[config.mk]
export PLATFORM = sky130hd
export DESIGN_NAME = lfsr_gen
export DESIGN_NICKNAME = d
export VERILOG_FILES = /design/src/rtl/lfsr_gen.sv
export SDC_FILE = /design/constraint.sdc
export NUM_CORES = 1
export LEC_CHECK = 0
export CELL_PAD_IN_SITES_DETAIL_PLACEMENT = 0
export CELL_PAD_IN_SITES_GLOBAL_PLACEMENT = 1
export CORE_MARGIN = 2
export CORE_UTILIZATION = 35
export DETAILED_ROUTE_END_ITERATION = 8
export GPL_ROUTABILITY_DRIVEN = 0
export PLACE_DENSITY_LB_ADDON = 0.25
export RECOVER_POWER = 100
export SYNTH_ARGS = -nofsm -noshare
export SYNTH_HDL_FRONTEND = slang
export SYNTH_SLANG_ARGS = --single-unit
export TNS_END_PERCENT = 1
[constraint.sdc]
create_clock -name clk -period 7.81 [get_ports clk]
set_clock_uncertainty 0.1 [all_clocks]
set_input_delay 1.1715 -clock clk [delete_from_list [all_inputs] [get_ports clk]]
set_output_delay 1.1715 -clock clk [all_outputs]
set_load 0.05 [all_outputs]
[src/rtl/lfsr_gen.sv]
// Handshaked Fibonacci XNOR LFSR with multi-step advance and a step counter.
// Optional all-ones lockup detection (LOCKED state) is built when LFSR_LOCKUP_EN is defined.
module lfsr_gen #(
    parameter int                 WIDTH = 64,
    parameter logic [WIDTH-1:0]   TAPS  = WIDTH'(64'hD800_0000_0000_0000),
    parameter int                 STEP  = 1
) (
    input  logic             clk,
    input  logic             reset,
    input  logic [WIDTH-1:0] seed,
    input  logic             load,
    input  logic             enable,
    input  logic             out_ready,
    output logic [WIDTH-1:0] out_data,
    output logic             out_valid,
    output logic             lockup,
    output logic [31:0]      step_count
);

    typedef enum logic [1:0] {IDLE, RUN, LOCKED} fsm_t;

    fsm_t             fsm_q, fsm_d;
    logic [WIDTH-1:0] state_q, state_d;
    logic [31:0]      cnt_q, cnt_d;
    logic             lock_cond;
    logic             advance;

    // STEP chained single shifts, all resolved inside one clock
    function automatic logic [WIDTH-1:0] lfsr_adv(input logic [WIDTH-1:0] s);
        logic [WIDTH-1:0] r;
        r = s;
        for (int i = 0; i < STEP; i++) begin
            r = {r[WIDTH-2:0], ~^(r & TAPS)};
        end
        return r;
    endfunction

`ifdef LFSR_LOCKUP_EN
    assign lock_cond = (fsm_q == RUN) && (&state_q);
`else
    assign lock_cond = 1'b0;
`endif

    assign advance    = out_valid && out_ready && !load;
    assign out_data   = state_q;
    assign step_count = cnt_q;

    always_ff @(posedge clk) begin
        if (reset) begin
            fsm_q   <= IDLE;
            state_q <= seed;
            cnt_q   <= '0;
        end else begin
            fsm_q   <= fsm_d;
            state_q <= state_d;
            cnt_q   <= cnt_d;
        end
    end

    always_comb begin
        fsm_d   = fsm_q;
        state_d = state_q;
        cnt_d   = cnt_q;
        if (load) begin
            state_d = seed;
            cnt_d   = '0;
        end else if (advance) begin
            state_d = lfsr_adv(state_q);
            cnt_d   = cnt_q + 32'd1;
        end
        unique case (fsm_q)
            IDLE:    fsm_d = enable ? RUN : IDLE;
            RUN: begin
                if (load)           fsm_d = enable ? RUN : IDLE;
                else if (lock_cond) fsm_d = LOCKED;
                else                fsm_d = enable ? RUN : IDLE;
            end
            LOCKED:  fsm_d = load ? (enable ? RUN : IDLE) : LOCKED;
            default: fsm_d = IDLE;
        endcase
    end

    always_comb begin
        out_valid = (fsm_q == RUN) && !lock_cond;
`ifdef LFSR_LOCKUP_EN
        lockup    = (fsm_q == LOCKED);
`else
        lockup    = 1'b0;
`endif
    end

endmodule

==> results.json <==
{
  "ff2ff_path_depth": 3,
  "initial_core_util_pct": 36.3,
  "cp.required_ns": 7.58,
  "drive_gt1_share_pct": 3.32,
  "cts_tree": "built",
  "postCtsSetupRepairBufs": 0,
  "grt_pass1_vias": 3610,
  "post-route-min-period_ns": 4.99,
  "pin_count": 167,
  "maxCapViolations": 2,
  "setup_viol": 0,
  "cts_buffers": 9,
  "rsz0062_at_grt": "false",
  "slew_headroom_pct": -134,
  "final_area_sq_um": 6520,
  "ys_seq_area_share_pct": 59.2,
  "cp-endpoint": "out_data[58]$_DFFE_PP_",
  "clkTransAtPathRegs_ns": 0.06,
  "drt_pre_antenna_iters": 4,
  "synth-edff-count": 64,
  "cts.root.buffer_cell": "clkbuf_16",
  "async_flop_share_pct": 0,
  "worstSetupEndpointType": "flop",
  "power_density_nw_per_um2": 215,
  "final_util_pct": 53.8,
  "crit_arrival_ns": 4.76,
  "netlist_area_sq_um": 4400,
  "dpl_worst_slack_ns": 4.23,
  "fin_setup_tns_ns": 0,
  "dp_cells": 784,
  "vdd_ir_drop_max_mv": 0.113,
  "syn2layout_area_growth_pct": 48.3,
  "wire_per_inst_microns": 14.6,
  "instances_no_fill": 800,
  "crit_path_start_kind": "primary input",
  "regToRegStartpoint": "fsm_q[0]$_SDFF_PP0_",
  "dpl_cell_area_sq_um": 6200,
  "nets": 697,
  "outcome": "finished with violations",
  "cts_repair_resize_count": 0,
  "finalHoldViolations": 0,
  "grt_pass1_wl_mm": 18.6,
  "syn_inst": 470,
  "core_area_sq_um": 12100,
  "ant_nets": 0,
  "gr-usage-all-layers_pct": 17.8,
  "synth_area_leaders": "edfxtp_1 (44%), nand2_1 (18%), dfxtp_1 (15%)",
  "maxSlewViolCount": 121,
  "die_w_microns": 116,
  "finalCritPeriodShare_pct": 63.9,
  "dieArea_sq_um": 13500,
  "yosysTopAreaCellShare_pct": 43.7,
  "synthesis.nets": 540,
  "avgSynthCellArea_sq_um": 9.35,
  "htree_levels": 3,
  "drc": 0,
  "hold_buffers": 0,
  "grt_max_degree": 78,
  "clock_path_buffers": 2,
  "timing.fmax_ghz": 0.200,
  "clock_latency_ns": 0.34,
  "grt-ovfl-total": 0,
  "antenna_found_initial": 0,
  "worst_slack_ns": 2.82,
  "critPathMaxFanout": 64,
  "diodes": 0,
  "yosysTopAreaCell": "edfxtp_1",
  "synth-seq-cells": 98,
  "tightest_slew_ns": 3.51,
  "drt_iter0_drc": 248,
  "drt-total-wl_mm": 11.7,
  "p_leak_nw": 2.78,
  "hpwlAfterDp_mm": 8.24,
  "hold_slack_ns": 0.382,
  "vias": 3830,
  "rows": 40,
  "reg2reg_setup_slack_ns": 3.96,
  "path_class": "primary input to flop",
  "synth_ff_type": "edfxtp_1",
  "r2r-end": "out_data[58]$_DFFE_PP_",
  "io_buffers": 165,
  "power_mw": 1.40,
  "via_per_inst": 4.79,
  "cts_sinks": 98,
  "hp-class": "flop to flop",
  "synth_cell_types": 35,
  "violations": "max-capacitance violations, max-slew violations",
  "startpoint": "load",
  "nFillCells": 1171,
  "ys_warn_count": 0,
  "die_h_microns": 116
}
synthesized netlist by cell type, drive strengths merged (2+ instances only):
master    n
a21oi     7
clkbuf   16
nand3     5
and3      3
dfxtp    34
inv       2
nor2     19
nand2   216
o21ai     8
buf       7
xnor2    10
edfxtp   64
nor3      6
nor4      7
nand4    12
a31oi     6
mux2i     7
or3      15
and3b     2
a41o      6
xor2      4
nand4b    2
or2       3
state kept, by name, summed over array words and instances (netlist names):
name / flops
out_data: 64
step_count: 32
fsm_q: 2
logic make-up after synthesis:
kind of cell | share of synthesized area, %
AND/OR/NAND/NOR | 29.5
adder cells (fa/ha/maj) | 0.285
other | 0.0853
flip-flops | 59.2
AO/OA/AOI/OAI | 4.27
multiplexers | 1.59
buffers and inverters | 2.28
XOR/XNOR | 2.79
worst min-delay path by stage:
stage	from	endpoint	slack (ns)	depth (start not counted)
after floorplan	fsm_q[1]$_SDFF_PP0_	fsm_q[1]$_SDFF_PP0_	0.40	1
after global placement	step_count[31]$_SDFFE_PP0P_	step_count[31]$_SDFFE_PP0P_	0.38	2
after detailed placement	step_count[31]$_SDFFE_PP0P_	step_count[31]$_SDFFE_PP0P_	0.38	2
after CTS	step_count[31]$_SDFFE_PP0P_	step_count[31]$_SDFFE_PP0P_	0.39	2
after global routing	step_count[31]$_SDFFE_PP0P_	step_count[31]$_SDFFE_PP0P_	0.44	2
final	step_count[31]$_SDFFE_PP0P_	step_count[31]$_SDFFE_PP0P_	0.38	2
layout by cell type, fill, tap and decap left out, types with 8 or more instances in the layout:
master           instances
clkbuf_16                9
clkdlybuf4s50_1         67
dfxtp_1                 34
dlygate4sd3_1           98
edfxtp_1                64
nand2_1                216
nand4_1                 12
nor2_1                  18
o21ai_0                  8
or3_1                   15
xnor2_1                 10
power breakdown:
group	leakage [nW]	switching (mW)	internal, mW
Combinational	1.67	0.183	0.0898
Clock	0.170	0.190	0.320
Sequential	0.941	0.0200	0.597
area by class of cell:
cell class	instances	area (sq um)	share of cell area (%)
repair buffers	169	1670	25.6
clock inverters	6	104	1.59
well taps	168	210	3.22
multi-input cells	347	1690	25.9
clock buffers	10	239	3.67
inverters	2	7.51	0.115
flip-flops and latches	98	2600	39.9
routing by layer:
metal,global-route usage [%],up-vias,part of all wire (%)
met4,7.22,0,1.8
met1,22.8,1773,43
met3,5.39,16,7.5
li1,-,1918,-
met2,28.2,123,48
met5,0,-,0
critical path, stage by stage:
cell and delay (ns):
dlygate4sd3_1 0.77, nor2_4 0.21, nand2_1 0.10, clkbuf_1 2.45
No activity file was read; power rests on OpenSTA's default activity.
